$ cat src/rtl/bypass_fifo_n_if.sv
// bypass_fifo_n_if: enqueue/dequeue handshake bundle for bypass_fifo_n.
// OVERFLOW/UNDERFLOW exist only when BYPASS_FIFO_N_ERR_CHECK_EN is defined.
interface bypass_fifo_n_if #(
   parameter int WIDTH = 8,
   parameter int DEPTH = 4
);
   localparam int CW = $clog2(DEPTH + 1);
   logic             ENQ;
   logic [WIDTH-1:0] ENQ_VALUE;
   logic             NOT_FULL;
   logic [CW-1:0]    COUNT;
   logic             CONSUMED_BEFORE;
   logic             CLR_CONSUMED;
   logic             CONSUMED;
   logic             NOT_EMPTY;
   logic [WIDTH-1:0] DEQ_VALUE;
   logic             DEQ;
`ifdef BYPASS_FIFO_N_ERR_CHECK_EN
   logic             OVERFLOW;
   logic             UNDERFLOW;
   modport master (
      output ENQ, ENQ_VALUE, CLR_CONSUMED, DEQ,
      input  NOT_FULL, COUNT, CONSUMED_BEFORE, CONSUMED, NOT_EMPTY, DEQ_VALUE,
      input  OVERFLOW, UNDERFLOW
   );
   modport slave (
      input  ENQ, ENQ_VALUE, CLR_CONSUMED, DEQ,
      output NOT_FULL, COUNT, CONSUMED_BEFORE, CONSUMED, NOT_EMPTY, DEQ_VALUE,
      output OVERFLOW, UNDERFLOW
   );
`else
   modport master (
      output ENQ, ENQ_VALUE, CLR_CONSUMED, DEQ,
      input  NOT_FULL, COUNT, CONSUMED_BEFORE, CONSUMED, NOT_EMPTY, DEQ_VALUE
   );
   modport slave (
      input  ENQ, ENQ_VALUE, CLR_CONSUMED, DEQ,
      output NOT_FULL, COUNT, CONSUMED_BEFORE, CONSUMED, NOT_EMPTY, DEQ_VALUE
   );
`endif
endinterface

$ cat src/rtl/bypass_fifo_n.sv
// bypass_fifo_n: DEPTH-entry FIFO with same-cycle bypass when empty and a per-round consumed flag.
// Define BYPASS_FIFO_N_ERR_CHECK_EN to add sticky OVERFLOW/UNDERFLOW flags.
module bypass_fifo_n #(
   parameter int WIDTH = 8,
   parameter int DEPTH = 4
) (
   input logic           CLK,
   input logic           RST,
   bypass_fifo_n_if.slave io
);
   localparam int CW = $clog2(DEPTH + 1);
   localparam int PW = DEPTH > 1 ? $clog2(DEPTH) : 1;
   logic [WIDTH-1:0] mem_q [DEPTH];
   logic [PW-1:0]    head_q, head_d, tail_q, tail_d;
   logic [CW-1:0]    count_q, count_d;
   logic             consumed_q, consumed_d;
   logic             empty, full, wr, rd;
   // A bypass (empty, ENQ & DEQ) neither writes nor reads; a full ENQ is only taken alongside DEQ.
   always_comb begin
      empty      = count_q == '0;
      full       = count_q == CW'(DEPTH);
      wr         = io.ENQ & ~(empty & io.DEQ) & (~full | io.DEQ);
      rd         = io.DEQ & ~empty;
      head_d     = rd ? (head_q == PW'(DEPTH - 1) ? '0 : head_q + 1'b1) : head_q;
      tail_d     = wr ? (tail_q == PW'(DEPTH - 1) ? '0 : tail_q + 1'b1) : tail_q;
      count_d    = count_q + CW'(wr) - CW'(rd);
      consumed_d = io.CLR_CONSUMED ? 1'b0 : (io.ENQ | consumed_q);
   end
   always_ff @(posedge CLK) begin
      if (RST) begin
         head_q     <= '0;
         tail_q     <= '0;
         count_q    <= '0;
         consumed_q <= 1'b0;
      end else begin
         head_q     <= head_d;
         tail_q     <= tail_d;
         count_q    <= count_d;
         consumed_q <= consumed_d;
      end
   end
   always_ff @(posedge CLK) begin
      if (!RST && wr) mem_q[tail_q] <= io.ENQ_VALUE;
   end
   assign io.NOT_FULL        = ~full;
   assign io.NOT_EMPTY       = ~empty | io.ENQ;
   assign io.COUNT           = count_q;
   assign io.DEQ_VALUE       = empty ? io.ENQ_VALUE : mem_q[head_q];
   assign io.CONSUMED_BEFORE = consumed_q;
   assign io.CONSUMED        = io.ENQ | consumed_q;
`ifdef BYPASS_FIFO_N_ERR_CHECK_EN
   logic overflow_q, overflow_d, underflow_q, underflow_d, ovf_evt, unf_evt;
   always_comb begin
      ovf_evt     = io.ENQ & ~io.DEQ & full;
      unf_evt     = io.DEQ & ~io.ENQ & empty;
      overflow_d  = overflow_q | ovf_evt;
      underflow_d = underflow_q | unf_evt;
   end
   always_ff @(posedge CLK) begin
      if (RST) begin
         overflow_q  <= 1'b0;
         underflow_q <= 1'b0;
      end else begin
         overflow_q  <= overflow_d;
         underflow_q <= underflow_d;
      end
   end
`ifndef SYNTHESIS
   always_ff @(posedge CLK) begin
      if (!RST && ovf_evt) $display("%m: enqueue while full at %0t", $time);
      if (!RST && unf_evt) $display("%m: dequeue while empty at %0t", $time);
   end
`endif
   assign io.OVERFLOW  = overflow_q;
   assign io.UNDERFLOW = underflow_q;
`endif
endmodule

$ cat src/flat_wrapper.sv
// flat-port wrapper written by rule: the top's interface ports become plain ports
module bypass_fifo_n_flat 
#(
   parameter int WIDTH = 8,
   parameter int DEPTH = 4
)
  (CLK, RST, io_ENQ, io_ENQ_VALUE, io_CLR_CONSUMED, io_DEQ, io_NOT_FULL, io_COUNT, io_CONSUMED_BEFORE, io_CONSUMED, io_NOT_EMPTY, io_DEQ_VALUE);
  bypass_fifo_n_if #(.WIDTH(WIDTH), .DEPTH(DEPTH)) io_i ();
  input logic CLK;
  input logic RST;
  input wire logic [$bits(io_i.ENQ)-1:0] io_ENQ;
  input wire logic [$bits(io_i.ENQ_VALUE)-1:0] io_ENQ_VALUE;
  input wire logic [$bits(io_i.CLR_CONSUMED)-1:0] io_CLR_CONSUMED;
  input wire logic [$bits(io_i.DEQ)-1:0] io_DEQ;
  output wire logic [$bits(io_i.NOT_FULL)-1:0] io_NOT_FULL;
  output wire logic [$bits(io_i.COUNT)-1:0] io_COUNT;
  output wire logic [$bits(io_i.CONSUMED_BEFORE)-1:0] io_CONSUMED_BEFORE;
  output wire logic [$bits(io_i.CONSUMED)-1:0] io_CONSUMED;
  output wire logic [$bits(io_i.NOT_EMPTY)-1:0] io_NOT_EMPTY;
  output wire logic [$bits(io_i.DEQ_VALUE)-1:0] io_DEQ_VALUE;
  assign io_i.ENQ = io_ENQ;
  assign io_i.ENQ_VALUE = io_ENQ_VALUE;
  assign io_i.CLR_CONSUMED = io_CLR_CONSUMED;
  assign io_i.DEQ = io_DEQ;
  assign io_NOT_FULL = io_i.NOT_FULL;
  assign io_COUNT = io_i.COUNT;
  assign io_CONSUMED_BEFORE = io_i.CONSUMED_BEFORE;
  assign io_CONSUMED = io_i.CONSUMED;
  assign io_NOT_EMPTY = io_i.NOT_EMPTY;
  assign io_DEQ_VALUE = io_i.DEQ_VALUE;
  bypass_fifo_n #(.WIDTH(WIDTH), .DEPTH(DEPTH)) u_core (.CLK(CLK), .RST(RST), .io(io_i));
endmodule
$ cat config.mk
export PLATFORM = sky130hd
export DESIGN_NAME = bypass_fifo_n_flat
export DESIGN_NICKNAME = d
export VERILOG_FILES = /design/src/rtl/bypass_fifo_n_if.sv /design/src/rtl/bypass_fifo_n.sv /design/src/flat_wrapper.sv
export SDC_FILE = /design/constraint.sdc
export NUM_CORES = 1
export LEC_CHECK = 0
export BUFFER_PORTS_ARGS = -buffer_cell sky130_fd_sc_hd__buf_2
export CORE_AREA = 5 5 73 75
export DETAILED_ROUTE_END_ITERATION = 8
export DIE_AREA = 0 0 78 80
export HOLD_SLACK_MARGIN = 0.03
export PLACE_DENSITY = 0.7
export SKIP_LAST_GASP = 1
export SYNTH_ARGS = -nofsm -noshare
export SYNTH_HDL_FRONTEND = slang
export SYNTH_SLANG_ARGS = --single-unit
$ cat constraint.sdc
create_clock -name CLK -period 4.7 [get_ports CLK]
set_input_delay 0.94 -clock CLK [delete_from_list [all_inputs] [get_ports CLK]]
set_output_delay 0.94 -clock CLK [all_outputs]
set_load 0.02 [all_outputs]
==> summary.md <==
| Metric | Value |
|---|---|
| Outcome | `completed` |
| Power Dens Cells | `548 nW/um2` |
| First drt pass iteration count | `4` |
| Placer's final routability congestion estimate | `0.696` |
| Leakage | `0.789 nW` |
| Clk Latency, worst-skew pair | `0.29 ns` |
| Final period util | `64.5%` |
| Vias in the first global route | `1,038` |
| Dpl hpwl | `2210 um` |
| Max Cap Violations | `0` |
| Port Buffers | `27` |
| Num ports | `28` |
| Sum Neg Setup Slack | `0 ns` |
| Root Driver | `clkbuf_8` |
| H-Tree Depth | `2` |
| Most instantiated library cell after synthesis | `edfxtp_1` |
| Detailed Route WL | `3170 um` |
| Initial DRC count | `46` |
| # resized after CTS | `0` |
| Number of flops mapped to enable cells by yosys | `32` |
| CTS tree | `yes` |
| CP arrival | `2.09 ns` |
| Diode count | `0` |
| Pin slew with the least headroom to its limit | `1.28 ns` |
| Hold path depth | `2` |
| Layout cells sized above 1 | `42.3%` |
| Maximum fanout along the worst path | `10` |
| Async set-or-reset flop fraction in the synthesized netlist | `0%` |
| Slew HR | `14.7%` |
| CP Launch Type | `flop` |
| Worst VDD drop | `0.268 mV` |
| Fin nets | `161` |
| Post-Synthesis Cells | `107` |
| Total number of vias | `971` |
| Worst-case reg-to-reg path depth | `9` |
| Hold-fix buffers, CTS | `0` |
| Unrepaired setup endpoints after global routing | `no` |
| Final global-route overflow total | `0` |
| Setup Buffers After CTS | `0` |
| Pin count of the biggest net entering global routing | `17` |
| Post-DR wirelength/cell | `16.2 um` |
| Top cells by area, synth | `edfxtp_1 54%, dfxtp_1 11%, mux4_2 10%, mux2_2 5.0%, ha_1 4.2%` |
| PnR Total Power | `1.16 mW` |
| Bufs on Longest Clock Path | `2` |
| Final slew viol count | `0` |
| Row cnt | `25` |
| CTS clk-pin slew, worst paths | `0.08 ns` |
| Yosys cell types | `29` |
| Worst path required time | `3.76 ns` |
| Die area | `6240 um2` |
| Final hold viol count | `0` |
| Post-synthesis sequential area ratio | `64.7%` |
| P&R area growth vs syn | `17.9%` |
| Finish-stage setup viols | `0` |
| Post-synth top area cell | `edfxtp_1` |
| Die Span X | `78 um` |
| Drt drc | `0` |
| Yosys warning count | `0` |
| TritonCTS Buffers | `5` |
| Hold Path Class | `reg2reg` |
| Crit Path Class | `reg2out` |
| Mapped Nets | `127` |
| Vias per std cell | `4.95` |
| Post-Syn Area | `1790 um2` |
| Clock Skew | `0.00530 ns` |
| Die Y | `80 um` |
| Achievable Freq | `330 MHz` |
| Post-DRT Antenna Nets | `0` |
| Layout Utilization | `46.0%` |
| Top FF cell, synth | `edfxtp_1` |
| Sink Count | `42` |
| Synth top cells by count | `32 x edfxtp_1, 10 x dfxtp_1, 8 x mux2_2, 8 x mux4_2` |
| Core ar. | `4600 um2` |
| Total GRT Usage | `10.9%` |
| Initial antenna violation count | `0` |
| Top-area cell type share of the netlist area | `53.6%` |
| Starting Density | `39.0%` |
| CP endpoint kind | `primary output` |
| Number of synthesized register bits | `42` |
| Final Critical Period | `3.03 ns` |
| Mean Syn Cell Area | `16.8 um2` |
| First-pass GRT wire length | `5080 um` |
cell type report:
| class | instances | area, um2 |
|---|---|---|
| Fill cell | 431 | 2480 |
| Sequential cell | 42 | 1160 |
| Multi-Input combinational cell | 57 | 602 |
| Timing Repair Buffer | 30 | 158 |
| Clock buffer | 5 | 68.8 |
| Tap cell | 54 | 67.6 |
| Clock inverter | 3 | 40.0 |
| Inverter | 5 | 18.8 |
placed cells by master (no fill, tap or decap), types with 3 or more instances in the layout:
cell type / count
buf_2: 27
buf_4: 3
clkbuf_8: 5
dfxtp_1: 10
edfxtp_1: 32
ha_1: 6
inv_1: 4
mux2_2: 8
mux4_2: 8
nand2b_1: 3
nor2_1: 6
nor3_1: 3
nor3b_1: 5
metal layers:
| layer | part of all wire (%) | track usage, % | vias to the layer above |
|---|---|---|---|
| li1 | - | - | 472 |
| met5 | 0 | 0 | - |
| met3 | 5.9 | 4.63 | 3 |
| met4 | 1.1 | 3.55 | 0 |
| met2 | 48 | 17.6 | 27 |
| met1 | 45 | 13.2 | 469 |
cell families (layout without fill, tap and decap cells):
logic type | after synthesis | after routing | share of synthesized area (%)
adder cells (fa/ha/maj) | 7 | 7 | 5.30
XOR/XNOR | 2 | 2 | 0.976
AO/OA/AOI/OAI | 5 | 5 | 2.58
AND/OR/NAND/NOR | 24 | 24 | 7.67
multiplexers | 19 | 19 | 17.0
flip-flops | 42 | 42 | 64.7
buffers and inverters | 8 | 43 | 1.74
report_power, final:
part	internal (mW)	switching, mW
Sequential	0.442	0.0520
Combinational	0.183	0.209
Clock	0.156	0.118
Total	0.781	0.379
state kept, by name, indices dropped and copies added (netlist names), named ones only:
register,cells
u_core.mem_q,32
u_core.io.COUNT,3
u_core.head_q,2
u_core.tail_q,2
u_core.io.CONSUMED_BEFORE,1
worst paths after layout:
path / startpoint / end / slack (ns)
max: u_core.io.COUNT[1]$_SDFF_PP0_ / io_DEQ_VALUE[5] / 1.67
min: u_core.head_q[0]$_SDFFE_PP0P_ / u_core.head_q[0]$_SDFFE_PP0P_ / 0.51
max reg2reg: u_core.io.COUNT[1]$_SDFF_PP0_ / u_core.io.COUNT[2]$_SDFF_PP0_ / 2.15
min reg2reg: u_core.head_q[0]$_SDFFE_PP0P_ / u_core.head_q[0]$_SDFFE_PP0P_ / 0.51
worst max-delay path, cell delays in order (launching register included):
cell and delay (ns):
dfxtp_1 0.41, nor3_2 0.81, mux2_2 0.41, buf_2 0.16
per-stage QoR:
stage	cells	setup slack [ns]	hold WS (ns)	area [um2]
2_1_floorplan	107	2.26	0.471	1790
3_3_place_gp	188	1.92	0.481	2010
3_5_place_dp	188	1.84	0.503	2010
4_1_cts	196	1.61	0.513	2120
5_1_grt	196	1.50	0.532	2120
6_report	196	1.67	0.514	2120
Power figures use the tool's default switching activity.
